===== config.mk =====
export PLATFORM = sky130hd
export DESIGN_NAME = canvas_write_sequencer
export DESIGN_NICKNAME = d
export VERILOG_FILES = /design/src/rtl/canvas_pkg.sv /design/src/rtl/brush_scan_counter.sv /design/src/rtl/canvas_write_sequencer.sv
export SDC_FILE = /design/constraint.sdc
export NUM_CORES = 1
export LEC_CHECK = 0
export BUFFER_PORTS_ARGS = -buffer_cell sky130_fd_sc_hd__buf_4
export CAP_MARGIN = 20
export CORE_UTILIZATION = 53
export DETAILED_ROUTE_END_ITERATION = 7
export PLACE_DENSITY_LB_ADDON = 0.08
export SYNTH_ARGS = -nofsm -noshare
export SYNTH_HDL_FRONTEND = slang
export SYNTH_HIERARCHICAL = 1
export SYNTH_SLANG_ARGS = --single-unit

===== constraint.sdc =====
create_clock -name clk -period 6.35 [get_ports clk]
set_clock_uncertainty 0.2 [all_clocks]
set_input_delay 0.635 -clock clk [delete_from_list [all_inputs] [get_ports clk]]
set_output_delay 0.635 -clock clk [all_outputs]
set_load 0.05 [all_outputs]

===== src/rtl/canvas_pkg.sv =====
// Shared constants, state encoding and pixel helpers for the canvas write path.
// Optional feature macro used by this slice: STAMP_PENDING_EN (one-deep stamp queue).
package canvas_pkg;

  localparam int H_RES  = 160;
  localparam int V_RES  = 120;
  localparam int X_W    = 8;
  localparam int Y_W    = 7;
  localparam int ADDR_W = 15;

  typedef logic [1:0] state_t;
  localparam state_t IDLE  = 2'd0;
  localparam state_t CLEAR = 2'd1;
  localparam state_t STAMP = 2'd2;

  localparam logic [8:0] WHITE_RGB = 9'h1FF;

  // Linear framebuffer address, evaluated at full address width so it never wraps.
  function automatic logic [ADDR_W-1:0] pixel_addr(input logic [X_W:0] px,
                                                   input logic [Y_W:0] py);
    pixel_addr = ADDR_W'(py) * ADDR_W'(H_RES) + ADDR_W'(px);
  endfunction

  // True when the (possibly overhanging) pixel lies on the canvas.
  function automatic logic in_canvas(input logic [X_W:0] px, input logic [Y_W:0] py);
    in_canvas = (px < (X_W+1)'(H_RES)) && (py < (Y_W+1)'(V_RES));
  endfunction

endpackage


===== src/rtl/brush_scan_counter.sv =====
// Row-major dx/dy scan counter (dx inner, dy outer) with inclusive limits.
// Serves both the brush stamp scan and the full-canvas raster used by clear.
module brush_scan_counter
  import canvas_pkg::*;
(
  input  logic           clk,
  input  logic           rst_n,
  input  logic           start,
  input  logic           advance,
  input  logic [X_W-1:0] lim_x,
  input  logic [Y_W-1:0] lim_y,
  output logic [X_W-1:0] nxt_dx,
  output logic [Y_W-1:0] nxt_dy,
  output logic           last
);

  logic [X_W-1:0] dx_q, dx_d;
  logic [Y_W-1:0] dy_q, dy_d;

  // Next-position logic: restart at (0,0), step dx, wrap dx into dy.
  always_comb begin
    dx_d = dx_q;
    dy_d = dy_q;
    if (start) begin
      dx_d = {X_W{1'b0}};
      dy_d = {Y_W{1'b0}};
    end else if (advance) begin
      if (dx_q == lim_x) begin
        dx_d = {X_W{1'b0}};
        if (dy_q == lim_y) begin
          dy_d = {Y_W{1'b0}};
        end else begin
          dy_d = dy_q + {{(Y_W-1){1'b0}}, 1'b1};
        end
      end else begin
        dx_d = dx_q + {{(X_W-1){1'b0}}, 1'b1};
      end
    end else begin
      dx_d = dx_q;
      dy_d = dy_q;
    end
  end

  // Position register with synchronous active-low reset.
  always_ff @(posedge clk) begin
    if (!rst_n) begin
      dx_q <= {X_W{1'b0}};
      dy_q <= {Y_W{1'b0}};
    end else begin
      dx_q <= dx_d;
      dy_q <= dy_d;
    end
  end

  assign nxt_dx = dx_d;
  assign nxt_dy = dy_d;
  assign last   = (dx_q == lim_x) && (dy_q == lim_y);

endmodule


===== src/rtl/canvas_write_sequencer.sv =====
// Owns the framebuffer write port; serialises canvas clear and brush stamps,
// one pixel per clock, with registered write outputs.
// Optional feature macro: STAMP_PENDING_EN (stamp requests seen while busy are queued one deep).
module canvas_write_sequencer
  import canvas_pkg::*;
(
  input  logic              clk,
  input  logic              rst_n,
  input  logic              clear_req,
  input  logic              stamp_req,
  input  logic [X_W-1:0]    stamp_x,
  input  logic [Y_W-1:0]    stamp_y,
  input  logic [1:0]        brush_size,
  input  logic [2:0]        r_in,
  input  logic [2:0]        g_in,
  input  logic [2:0]        b_in,
  output logic              busy,
  output logic              done,
  output logic              mem_we,
  output logic [ADDR_W-1:0] mem_addr,
  output logic [2:0]        mem_r,
  output logic [2:0]        mem_g,
  output logic [2:0]        mem_b
);

  state_t            state_q, state_d;
  logic [X_W-1:0]    base_x_q, base_x_d;
  logic [Y_W-1:0]    base_y_q, base_y_d;
  logic [1:0]        size_q, size_d;
  logic [8:0]        rgb_q, rgb_d;
  logic              done_q, done_d;
  logic              mem_we_q, mem_we_d;
  logic [ADDR_W-1:0] mem_addr_q, mem_addr_d;
  logic [8:0]        mem_rgb_q, mem_rgb_d;

  logic              scan_start_s, scan_advance_s, scan_last_s, emit_s;
  logic [X_W-1:0]    lim_x_s, nxt_dx_s;
  logic [Y_W-1:0]    lim_y_s, nxt_dy_s;
  logic [X_W:0]      px_s;
  logic [Y_W:0]      py_s;

  logic              pend_valid_s;
  logic [X_W-1:0]    pend_x_s;
  logic [Y_W-1:0]    pend_y_s;
  logic [1:0]        pend_size_s;
  logic [8:0]        pend_rgb_s;

`ifdef STAMP_PENDING_EN
  logic              pend_valid_q, pend_valid_d;
  logic [X_W-1:0]    pend_x_q, pend_x_d;
  logic [Y_W-1:0]    pend_y_q, pend_y_d;
  logic [1:0]        pend_size_q, pend_size_d;
  logic [8:0]        pend_rgb_q, pend_rgb_d;

  // Pending slot: empties when IDLE starts it (clear not requested), refills from any
  // stamp request that cannot start now (busy, or losing to a simultaneous clear).
  always_comb begin
    pend_valid_d = pend_valid_q;
    pend_x_d     = pend_x_q;
    pend_y_d     = pend_y_q;
    pend_size_d  = pend_size_q;
    pend_rgb_d   = pend_rgb_q;
    if ((state_q == IDLE) && !clear_req && pend_valid_q) begin
      pend_valid_d = 1'b0;
    end else begin
      pend_valid_d = pend_valid_q;
    end
    if (stamp_req && ((state_q != IDLE) || clear_req)) begin
      pend_valid_d = 1'b1;
      pend_x_d     = stamp_x;
      pend_y_d     = stamp_y;
      pend_size_d  = brush_size;
      pend_rgb_d   = {r_in, g_in, b_in};
    end else begin
      pend_x_d     = pend_x_q;
    end
  end

  // Pending slot storage.
  always_ff @(posedge clk) begin
    if (!rst_n) begin
      pend_valid_q <= 1'b0;
      pend_x_q     <= {X_W{1'b0}};
      pend_y_q     <= {Y_W{1'b0}};
      pend_size_q  <= 2'd0;
      pend_rgb_q   <= 9'd0;
    end else begin
      pend_valid_q <= pend_valid_d;
      pend_x_q     <= pend_x_d;
      pend_y_q     <= pend_y_d;
      pend_size_q  <= pend_size_d;
      pend_rgb_q   <= pend_rgb_d;
    end
  end

  assign pend_valid_s = pend_valid_q;
  assign pend_x_s     = pend_x_q;
  assign pend_y_s     = pend_y_q;
  assign pend_size_s  = pend_size_q;
  assign pend_rgb_s   = pend_rgb_q;
`else
  assign pend_valid_s = 1'b0;
  assign pend_x_s     = {X_W{1'b0}};
  assign pend_y_s     = {Y_W{1'b0}};
  assign pend_size_s  = 2'd0;
  assign pend_rgb_s   = 9'd0;
`endif

  // Scan limits: full raster while clearing, brush side otherwise.
  assign lim_x_s = (state_q == CLEAR) ? X_W'(H_RES - 1) : {{(X_W-2){1'b0}}, size_q};
  assign lim_y_s = (state_q == CLEAR) ? Y_W'(V_RES - 1) : {{(Y_W-2){1'b0}}, size_q};

  brush_scan_counter u_scan (
    .clk     (clk),
    .rst_n   (rst_n),
    .start   (scan_start_s),
    .advance (scan_advance_s),
    .lim_x   (lim_x_s),
    .lim_y   (lim_y_s),
    .nxt_dx  (nxt_dx_s),
    .nxt_dy  (nxt_dy_s),
    .last    (scan_last_s)
  );

  // Control FSM: accept requests in IDLE (clear > pending stamp > live stamp), then
  // step the scan once per cycle and return to IDLE after the final position.
  always_comb begin
    state_d        = state_q;
    base_x_d       = base_x_q;
    base_y_d       = base_y_q;
    size_d         = size_q;
    rgb_d          = rgb_q;
    done_d         = 1'b0;
    scan_start_s   = 1'b0;
    scan_advance_s = 1'b0;
    emit_s         = 1'b0;
    case (state_q)
      IDLE: begin
        if (clear_req) begin
          state_d      = CLEAR;
          base_x_d     = {X_W{1'b0}};
          base_y_d     = {Y_W{1'b0}};
          rgb_d        = WHITE_RGB;
          scan_start_s = 1'b1;
          emit_s       = 1'b1;
        end else if (pend_valid_s) begin
          state_d      = STAMP;
          base_x_d     = pend_x_s;
          base_y_d     = pend_y_s;
          size_d       = pend_size_s;
          rgb_d        = pend_rgb_s;
          scan_start_s = 1'b1;
          emit_s       = 1'b1;
        end else if (stamp_req) begin
          state_d      = STAMP;
          base_x_d     = stamp_x;
          base_y_d     = stamp_y;
          size_d       = brush_size;
          rgb_d        = {r_in, g_in, b_in};
          scan_start_s = 1'b1;
          emit_s       = 1'b1;
        end else begin
          state_d      = IDLE;
        end
      end
      CLEAR, STAMP: begin
        if (scan_last_s) begin
          state_d = IDLE;
          done_d  = 1'b1;
        end else begin
          scan_advance_s = 1'b1;
          emit_s         = 1'b1;
        end
      end
      default: begin
        state_d = IDLE;
      end
    endcase
  end

  // Absolute coordinate of the pixel going out next; one extra bit so overhang is visible.
  assign px_s = {1'b0, base_x_d} + {1'b0, nxt_dx_s};
  assign py_s = {1'b0, base_y_d} + {1'b0, nxt_dy_s};

  // Write-port staging: on-canvas pixels write, clipped ones spend the cycle idle.
  always_comb begin
    mem_we_d   = 1'b0;
    mem_addr_d = mem_addr_q;
    mem_rgb_d  = mem_rgb_q;
    if (emit_s && in_canvas(px_s, py_s)) begin
      mem_we_d   = 1'b1;
      mem_addr_d = pixel_addr(px_s, py_s);
      mem_rgb_d  = rgb_d;
    end else begin
      mem_we_d   = 1'b0;
    end
  end

  // State, latched operands and registered write-port outputs.
  always_ff @(posedge clk) begin
    if (!rst_n) begin
      state_q    <= IDLE;
      base_x_q   <= {X_W{1'b0}};
      base_y_q   <= {Y_W{1'b0}};
      size_q     <= 2'd0;
      rgb_q      <= 9'd0;
      done_q     <= 1'b0;
      mem_we_q   <= 1'b0;
      mem_addr_q <= {ADDR_W{1'b0}};
      mem_rgb_q  <= 9'd0;
    end else begin
      state_q    <= state_d;
      base_x_q   <= base_x_d;
      base_y_q   <= base_y_d;
      size_q     <= size_d;
      rgb_q      <= rgb_d;
      done_q     <= done_d;
      mem_we_q   <= mem_we_d;
      mem_addr_q <= mem_addr_d;
      mem_rgb_q  <= mem_rgb_d;
    end
  end

  assign busy     = (state_q != IDLE);
  assign done     = done_q;
  assign mem_we   = mem_we_q;
  assign mem_addr = mem_addr_q;
  assign mem_r    = mem_rgb_q[8:6];
  assign mem_g    = mem_rgb_q[5:3];
  assign mem_b    = mem_rgb_q[2:0];

endmodule

==> summary.md, run 1 <==
| Metric | Value |
|---|---|
| Status | complete, no violations |
| H-tree depth | 3 |
| Max FO, Critical Path | 11 |
| Slew margin rel. | 0.612 |
| Max-cap violations | 0 |
| Fin cells | approximately 670 |
| Total Nets Final | roughly 630 |
| First-pass DRT Iterations | 4 |
| CP delay by family, top | compound AO/OA/AOI/OAI gates |
| P per Cell Area | 253 nW/um^2 |
| Post-synthesis async set-or-reset flop share | 0 |
| Crit. End Element | flop |
| Crit start category | flop |
| Total chip power | 1.32 mW |
| CTS root buf | clkbuf_8 |
| Clock slew at reported path FFs | roughly 0.090 ns |
| First-pass GRT wire length | around 17000 um |
| Gr usage total | 0.243 |
| I/O pins | 57 |
| Vias in the first global route | roughly 3600 |
| Final period util | 0.949 |
| Starting Density | 0.543 |
| Worst-margin pin slew | a little under 0.6 ns |
| Dominant register cell in the synthesized netlist | dfxtp_1 |
| Placed insts | 648 |
| Ant diodes | 0 |
| Worst r2r path cells | 26 |
| Final Hold Viols | 0 |
| Worst path arrival time | between 6 and 7 ns |
| Die area | between 8000 and 9000 um^2 |
| DP HPWL | a little over 7000 um |
| Sequential area share after synthesis | 0.311 |
| Most frequent CP cell | ha_1 |
| CORE AREA | about 8200 um^2 |
| Drc violations | 0 |
| Post-route minimum period | about 6 ns |
| CTS Buf Count | 9 |
| Placement Rows | 33 |
| Initial antenna violation count | 0 |
| Clk buf depth | 2 |
| Die height | between 90 and 100 um |
| FMAX | approximately 170 MHz |
| Gpl congestion | between 0.9 and 1 |
| Post-synth top area share | 0.311 |
| DR iter-0 viols | about 120 |
| Synthesis-to-layout area growth | 17.6% |
| TritonCTS clock tree | yes |
| Synth unique cells | 65 |
| Minimum setup slack among reg-to-reg paths | around 0.32 ns |
| Detail Route Antenna Nets | 0 |
| Share of post-route cells with drive strength above 1 | 0.173 |
| Hold depth | 2 |
| Input/output buffers | 56 |
| Largest net degree at the start of global routing | 58 |
| Warning count from the yosys run | 6 |
| Peak VDD IR | approximately 140 uV |
| Area leader, netlist | dfxtp_1 |
| Worst r2r src | state_q[1] |
| Area contributors post-synth | dfxtp_1, ha_1, mux2i_1 |
| Top-count cell post-synth | dfxtp_1 |
| Mapped cell area | 4440 um^2 |
| Max incr delay on CP | just over 0.4 ns |
| Kind of critical path | flop to flop |
| Worst Hold Class | flop to flop |
| Final Setup Violations | 0 |
| Yosys reg bits | just under 70 |
| Via density | 5.43 |
| Placed instance area | ~4900 um^2 |
| Layout Cell Area excl Fill | about 5200 um^2 |
| R2R Path End | mem_addr[14] |
| Via count | around 3600 |
| Hold Crit Start | mem_addr[13] |
| Worst-Skew Late Latency | 0.35 ns |
| Cells after synthesis | 497 |
| Pleak | roughly 2.4 nW |
| DIE WIDTH | between 90 and 100 um |
| Synth top cells by count | dfxtp_1, nor2_1, ha_1, nand2_1, inv_1 |
| Total grt overflow | 0 |
| Avg Cell Area, Syn | 8.92 um^2 |
| Hold Path End | mem_addr[13] |
| Crit-path slowest cell | fa_1 |
| Worst path bufs/invs | 3 |
| Post-cts hold buffer count | 0 |
| Num Clock Sinks | slightly below 70 |
| Wirelength, routed | 9990 um |
| Routed wire per std cell | approximately 15 um |
| Number of synthesized flops with an enable pin | 0 |
| Critical path required time | 6.42 ns |
| Final Max Slew Viols | 0 |
==> cells by family after synthesis <==
| logic type | share of synthesized area |
|---|---|
| other cells | 0.000845 |
| flops | 0.311 |
| buf+inv | 0.0530 |
| fa+ha+maj | 0.117 |
| simple gates | 0.210 |
| compound gates | 0.178 |
| mux | 0.0474 |
| xor+xnor | 0.0829 |
==> worst max-delay path by stage <==
stage / slack (ns) / start / to / cells past startpoint
global route: -0.004 / state_q[1] / mem_addr[14] / 27
detailed placement: 0.20 / state_q[1] / mem_addr[14] / 27
global placement: 0.37 / state_q[1] / mem_addr[14] / 27
floorplan: 0.06 / state_q[1] / mem_addr[14] / 27
finish: 0.32 / state_q[1] / mem_addr[14] / 26
CTS: 0.15 / state_q[1] / mem_addr[14] / 27
==> layout make-up <==
type / count / area, um^2
inverters: 28 / 105
clock inverters: 5 / 83.8
clock buffers: 11 / 141
repair buffers: 67 / 503
multi-input cells: 381 / 2870
flip-flops and latches: 69 / 1380
well taps: 105 / 131
fillers: 730 / 2960
==> power by group <==
group	total [mW]	switching (mW)	internal [mW]
Combinational	0.421	0.258	0.163
Clock	0.408	0.175	0.233
Sequential	0.491	0.0189	0.472
==> what timing repair did <==
| item | CTS | global route |
|---|---|---|
| endpoints found under the setup margin | 0 | 6 |
| buffers inserted | 0 | 2 |
| gates resized for setup | 0 | 6 |
==> flip-flops by register name (all words and copies together) (netlist names), 2 cells and up <==
name         count
state_q          2
base_x_q         8
size_q           2
mem_addr        15
rgb_q            9
base_y_q         7
u_scan/dy_q      7
mem_rgb_q        9
u_scan/dx_q      8
==> placed cells by master, fill, tap and decap left out, drive strengths merged, types with 5 or more instances in the layout <==
cell | Yosys | final
o21ai | 11 | 11
nor2b | 25 | 25
a21oi | 21 | 21
xnor2 | 18 | 18
a22o | 13 | 13
ha | 35 | 35
o22a | 9 | 9
nor2 | 39 | 39
clkbuf | 12 | 11
mux2i | 21 | 21
o211a | 5 | 5
buf | 9 | 67
or3 | 7 | 7
and2 | 25 | 25
xor2 | 24 | 24
o32ai | 10 | 10
inv | 28 | 28
nand2 | 30 | 30
nand3 | 11 | 11
nand2b | 12 | 12
dfxtp | 69 | 69
==> metal layers <==
layer	GRT usage	wire length, um
met3	0.0472	366
met2	0.406	4720
met5	0	0
met4	0.0679	140
met1	0.317	4760
==> per-stage QoR <==
step	hold slack, ns	setup TNS (ns)	utilization	worst slack, ns
after floorplan	0.239	0	-	0.0578
after global placement	0.260	0	0.603	0.369
after detailed placement	0.267	0	0.603	0.198
after CTS	0.281	0	0.631	0.149
after global routing	0.316	-0.00415	0.638	-0.00415
final	0.275	0	0.638	0.324
==> tightest hold or removal path: cells and delay by family, from the launching register on <==
family,cells,cell delay [ns]
DFF,1,0.32
AOI/OAI and AO/OA,1,0.06
and+or+nand+nor,1,0.05
(Power assumes the default switching activity.)
==> run 2, diff against run 1 <==
Settings changed: CELL_PAD_IN_SITES_DETAIL_PLACEMENT set to 1, CELL_PAD_IN_SITES_GLOBAL_PLACEMENT set to 1, CORE_UTILIZATION 53 to 45.
Clock period 6.35 ns to 6.5 ns, I/O delays scaled along.
==> summary.md, run 2 (synthesis gave the netlist of run 1 again) <==
| Metric | Value |
|---|---|
| Status | complete, no violations |
| Most frequent cells in the layout | dfxtp_1, buf_4, nor2_1 |
| Synthesis-to-layout area growth | 18.8% |
| Gr usage total | 0.237 (-0.00559) |
| Largest register FFs | 15 (unchanged) |
| CTS Buf Count | 9 (unchanged) |
| Worst path arrival time | 6.26 ns (+0.17 ns) |
| Kind of critical path | flop to flop |
| Final Max Slew Viols | 0 (unchanged) |
| Peak VDD IR | 148 uV (+6.5%) |
| P per Cell Area | 243 nW/um^2 (-4.0%) |
| Worst-margin pin slew | 0.741 ns (+0.161 ns) |
| First-pass GRT wire length | 19000 um (+14%) |
| Routed wire per std cell | 16.8 um (+12%) |
| Post-route minimum period | 6.19 ns (+0.162 ns) |
| Hold Crit Start | mem_addr[13] |
| TritonCTS clock tree | yes |
| DIE WIDTH | 101 um (+8.3%) |
| CTS root buf | clkbuf_8 |
| Via count | 3733 (+3.2%) |
| Worst r2r src | state_q[1] |
| DR iter-0 viols | 89 (-23%) |
| Slew margin rel. | 0.504 (-0.108) |
| Worst Hold Class | flop to flop |
| Total grt overflow | 0 (unchanged) |
| Final period util | 0.952 (+0.00305) |
| Input/output buffers | 56 (unchanged) |
| First-pass DRT Iterations | 4 (unchanged) |
| Post-cts hold buffer count | 0 (unchanged) |
| Crit. End Element | flop |
| Drc violations | 0 (unchanged) |
| Max-cap violations | 0 (unchanged) |
| I/O pins | 57 (unchanged) |
| Vias in the first global route | 3965 (+10%) |
| Clk buf depth | 2 (unchanged) |
| Hold Path End | mem_addr[13] |
| H-tree depth | 3 (unchanged) |
| Register area | 1380 um^2 (unchanged) |
| Gpl congestion | 0.859 (-9.0%) |
| Worst r2r path cells | 25 (-3.8%) |
| Starting Density | 0.471 (-0.0715) |
| Crit start category | flop |
| WHS | 0.274 ns (-0.00122 ns) |
| Detail Route Antenna Nets | 0 (unchanged) |
| Die height | 101 um (+8.3%) |
| Share of post-route cells with drive strength above 1 | 0.186 (+0.0135) |
| Die area | 10300 um^2 (+17%) |
| Critical path required time | 6.57 ns (+0.15 ns) |
| FMAX | 162 MHz (-2.6%) |
| Via density | 5.43 (about the same) |
| Clock slew at reported path FFs | 0.08 ns (about the same) |
| R2R Path End | mem_addr[14] |
| Worst-Skew Late Latency | 0.35 ns (about the same) |
| Layout Cell Area excl Fill | 5270 um^2 (+1.0%) |
| Max FO, Critical Path | 11 (unchanged) |
| Hold depth | 2 (unchanged) |
| Placement Rows | 35 (+6.1%) |
| Multi-input gate area | 2930 um^2 (+2.1%) |
| Num Clock Sinks | 69 (unchanged) |
| CORE AREA | 9420 um^2 (+15%) |
| Pleak | 2.39 nW (-0.64%) |
| Largest net degree at the start of global routing | 58 (unchanged) |
| Fillers | 1122 (+54%) |
| Total Nets Final | 622 (-0.48%) |
| Ant diodes | 0 (unchanged) |
| Minimum setup slack among reg-to-reg paths | 0.31 ns (about the same) |
| Wirelength, routed | 11500 um (+16%) |
| Placed instance area | 4950 um^2 (+0.30%) |
| Most common cell after layout, fill and taps aside | dfxtp_1 |
| Final Hold Viols | 0 (unchanged) |
| DP HPWL | 8530 um (+17%) |
| Initial antenna violation count | 0 (unchanged) |
| Final Setup Violations | 0 (unchanged) |
-- run 2: layout make-up --
type,count,area share
multi-input combinational,381,0.556
clock buffer,10,0.0261
clock inverter,6,0.0135
tap,129,0.0306
inverter,28,0.0200
timing repair buffer,64,0.0912
sequential,69,0.262
-- run 2: report_power, final --
group	internal [mW]	leakage, nW	switching, mW
Clock	0.190	0.0991	0.187
Sequential	0.461	0.565	0.0192
Combinational	0.159	1.73	0.263
Total	0.811	2.39	0.469
-- run 2: what timing repair did --
| action | CTS | global route |
|---|---|---|
| buffers inserted | 0 | 1 |
| resized for setup | 2 | 16 |
| pin swaps | 0 | 3 |
| endpoints found under the setup margin | 2 | 5 |
-- run 2: worst max path at each step --
stage	from	to	slack (ns)	cells past startpoint
after floorplan	state_q[1]	mem_addr[14]	0.21	27
after global placement	state_q[1]	mem_addr[14]	0.22	24
after detailed placement	state_q[1]	mem_addr[14]	-0.16	26
after CTS	state_q[1]	mem_addr[14]	0.009	26
after global routing	state_q[1]	mem_addr[14]	-0.04	27
final	state_q[1]	mem_addr[14]	0.31	25
-- run 2: layer usage --
metal | part of all wire | track usage
met1 | 0.45 | 0.285
met2 | 0.51 | 0.429
met3 | 0.026 | 0.0442
met4 | 0.014 | 0.0680
met5 | 0 | 0
-- run 2: critical path: stages (launching register included) --
cell and delay [ns]:
dfxtp_1 0.36, inv_1 0.07, ha_2 0.23, or2_2 0.33, xor2_2 0.18, nor4_4 0.08, nand2_2 0.18, nor2_1 0.10
nor2b_2 0.19, nand3_4 0.16, or3b_1 0.42, a21oi_1 0.17, ha_1 0.19, inv_1 0.06, fa_1 0.41, nand2b_1 0.19
a21o_1 0.18, a21boi_2 0.18, ha_1 0.34, ha_1 0.31, a211o_1 0.33, and3_1 0.25, o311ai_4 0.34, nand2_1 0.10
a221o_1 0.35, a31oi_1 0.17
-- run 2: metrics by stage --
step | TNS (ns) | power, mW | setup WS [ns] | utilization | std cells
after detailed placement | -0.231 | 0.901 | -0.157 | 0.525 | 670
final | 0 | 1.28 | 0.311 | 0.559 | 687
after floorplan | 0 | 0.791 | 0.208 | - | 499
after global routing | -0.0402 | 1.35 | -0.0402 | 0.559 | 687
after CTS | 0 | 1.28 | 0.00919 | 0.549 | 686
after global placement | 0 | 0.886 | 0.220 | 0.525 | 670
==> run 3, diff against run 2 <==
Settings changed: CORE_UTILIZATION 45 to 43, SYNTH_HIERARCHICAL 1 to not set.
==> summary.md, run 3 <==
| Metric | Value |
|---|---|
| Via density | 5.49 (+1.1%) |
| Gr usage total | 0.236 (-0.00150) |
| Dominant register cell in the synthesized netlist | dfxtp_1 |
| CTS root buf | clkbuf_8 |
| Ant diodes | 0 (unchanged) |
| Layout Cell Area excl Fill | 4910 um^2 (-6.8%) |
| TritonCTS clock tree | yes |
| Worst path arrival time | 6.17 ns (-0.09 ns) |
| Most frequent cells in the layout | dfxtp_1, buf_4, nor2_1 |
| Pre-CTS setup slack | 0.197 ns (+0.355 ns) |
| DR iter-0 viols | 95 (+6.7%) |
| Share of post-route cells with drive strength above 1 | 0.177 (-0.00905) |
| Placement Rows | 35 (unchanged) |
| Final Hold Viols | 0 (unchanged) |
| Area leader, netlist | dfxtp_1 |
| Most common cell after layout, fill and taps aside | dfxtp_1 |
| Cells after synthesis | 485 (-2.4%) |
| FMAX | 165 MHz (+1.9%) |
| Post-synthesis async set-or-reset flop share | 0 (unchanged) |
| Worst Hold Class | flop to flop |
| Clk buf depth | 2 (unchanged) |
| Input/output buffers | 56 (unchanged) |
| Synth top cells by count | dfxtp_1, nor2_1, a21oi_1, ha_1, o21ai_0 |
| Crit start category | flop |
| DP HPWL | 8310 um (-2.6%) |
| Mapped cell area | 4110 um^2 (-7.2%) |
| Area contributors post-synth | dfxtp_1, ha_1, xnor2_1 |
| Critical path required time | 6.60 ns (+0.03 ns) |
| Peak VDD IR | 94.3 uV (-36%) |
| I/O pins | 57 (unchanged) |
| Max-cap violations | 0 (unchanged) |
| Final Setup Violations | 0 (unchanged) |
| Total grt overflow | 0 (unchanged) |
| Vias in the first global route | 3868 (-2.4%) |
| Warning count from the yosys run | 0 (-6) |
| Wirelength, routed | 11100 um (-3.7%) |
| Drc violations | 0 (unchanged) |
| Postcts setup bufs | 0 (unchanged) |
| Post-synth top area share | 0.336 (+0.0243) |
| Initial antenna violation count | 0 (unchanged) |
| Clock slew at reported path FFs | 0.08 ns (about the same) |
| Starting Density | 0.445 (-0.0259) |
| Syn nets | roughly 550 |
| Post-route minimum period | 6.07 ns (-0.117 ns) |
| P per Cell Area | 270 nW/um^2 (+11%) |
| Kind of critical path | flop to flop |
| Worst-Skew Late Latency | 0.35 ns (about the same) |
| Number of synthesized flops with an enable pin | 0 (unchanged) |
| Finished Core Util | 0.531 (-0.0280) |
| Sequential area share after synthesis | 0.336 (+0.0243) |
| Yosys reg bits | 69 (unchanged) |
| DIE WIDTH | 99.8 um (-1.5%) |
| Largest register FFs | 15 (unchanged) |
| Via count | 3714 (-0.51%) |
| Final period util | 0.934 (-0.0180) |
| Gpl congestion | 0.844 (-1.7%) |
| Detail Route Antenna Nets | 0 (unchanged) |
| CTS Buf Count | 9 (unchanged) |
| CORE AREA | 9240 um^2 (-1.9%) |
| Slew margin rel. | 0.335 (-0.169) |
| First-pass DRT Iterations | 4 (unchanged) |
| Top-count cell post-synth | dfxtp_1 |
| Status | complete, no violations |
| Max FO, Critical Path | 11 (unchanged) |
| Avg Cell Area, Syn | 8.48 um^2 (-5.0%) |
| Crit. End Element | flop |
| Total Nets Final | 611 (-1.8%) |
| Die height | 99.8 um (-1.5%) |
| Synthesis-to-layout area growth | 19.4% |
| Largest net degree at the start of global routing | 29 (-50%) |
| Routed wire per std cell | 16.4 um (-2.2%) |
| Pleak | 2.11 nW (-12%) |
| First-pass GRT wire length | 18500 um (-2.5%) |
| H-tree depth | 3 (unchanged) |
| Num Clock Sinks | 69 (unchanged) |
| Final Max Slew Viols | 0 (unchanged) |
| Placed instance area | 4690 um^2 (-5.2%) |
| Synth unique cells | 51 (-22%) |
| Die area | 9960 um^2 (-2.9%) |
| Fillers | 1142 (+1.8%) |
| Post-route setup slack | 0.428 ns (+0.117 ns) |
| Post-cts hold buffer count | 0 (unchanged) |
| Worst-margin pin slew | 0.991 ns (+0.249 ns) |
==> run 3: changes by cell type in the layout (fill, tap and decap cells not counted), sizes merged, moves of 10 or more <==
| cell | delta |
|---|---|
| a21oi | +20 |
| xor2 | -13 |
| nor2b | -23 |
| o32ai | -10 |
| o22ai | +10 |
| o21ai | +17 |
| nor2 | +19 |
| and2 | -10 |
| mux2i | -19 |
==> run 3: final timing paths <==
check	from	endpoint	slack (ns)	cells after the start
setup / recovery	state_q[1]	mem_addr[14]	0.43	22
hold / removal	mem_rgb_q[2]	mem_rgb_q[2]	0.28	2
setup reg to reg	state_q[1]	mem_addr[14]	0.43	22
hold reg to reg	mem_rgb_q[2]	mem_rgb_q[2]	0.28	2
==> run 3: per-layer routing <==
metal	track usage	wire, um	vias to the layer above
li1	-	-	1850
met1	0.294	5120	1797
met2	0.416	5530	52
met3	0.0355	278	15
met4	0.0758	183	0
met5	0	0	-
==> run 3: worst max-delay path, stage by stage (launching register included) <==
cell	delay, ns
dfxtp_1	0.35
inv_1	0.08
ha_1	0.29
or4_1	0.57
o22ai_1	0.18
and4_1	0.30
and2_1	0.21
xnor2_1	0.16
nor2_1	0.07
ha_1	0.24
fa_1	0.42
a21o_1	0.19
a21oi_2	0.14
xnor2_1	0.23
ha_1	0.32
ha_1	0.29
a211oi_1	0.38
nor2_1	0.14
nor4b_2	0.34
nand2_1	0.13
or3b_2	0.48
a21oi_1	0.16
o311a_1	0.15
==> run 3: cells by family after synthesis <==
kind of cell	Yosys count	synth area share
AOI/OAI and AO/OA	141	0.233
xor gates and xnor gates	36	0.0766
adders and majority gates	38	0.123
buffers and inverters	45	0.0438
DFF	69	0.336
muxes	2	0.00487
and+or+nand+nor	154	0.183
==> run 3: timing repair <==
action | 4_1_cts | 5_1_grt
endpoints found under the hold margin | 0 | 0
resized for setup | 0 | 4
endpoints found under the setup margin | 0 | 3
==> run 3: stage by stage <==
| stage | power [mW] | instances | hold WS (ns) | setup TNS [ns] |
|---|---|---|---|---|
| final | 1.33 | 676 | 0.281 | 0 |
| after global routing | 1.40 | 676 | 0.309 | -0.00629 |
| after CTS | 1.34 | 676 | 0.285 | 0 |
| after detailed placement | 0.969 | 661 | 0.274 | 0 |
| after global placement | 0.957 | 661 | 0.254 | 0 |
| after floorplan | 0.834 | 485 | 0.267 | 0 |
==> run 3: layout make-up <==
type,count,area [um^2],share of cell area
Multi-Input combinational cell,371,2570,0.524
Inverter,25,93.8,0.0191
Timing Repair Buffer,67,503,0.102
Sequential cell,69,1380,0.281
Tap cell,129,161,0.0329
Clock buffer,10,138,0.0280
Clock inverter,5,60.1,0.0122
==> run 3: report_power, final <==
group	total [mW]	switching, mW	internal [mW]	leakage (nW)
sequential	0.491	0.0220	0.469	0.565
clock	0.366	0.179	0.187	0.0987
combinational	0.469	0.305	0.164	1.45
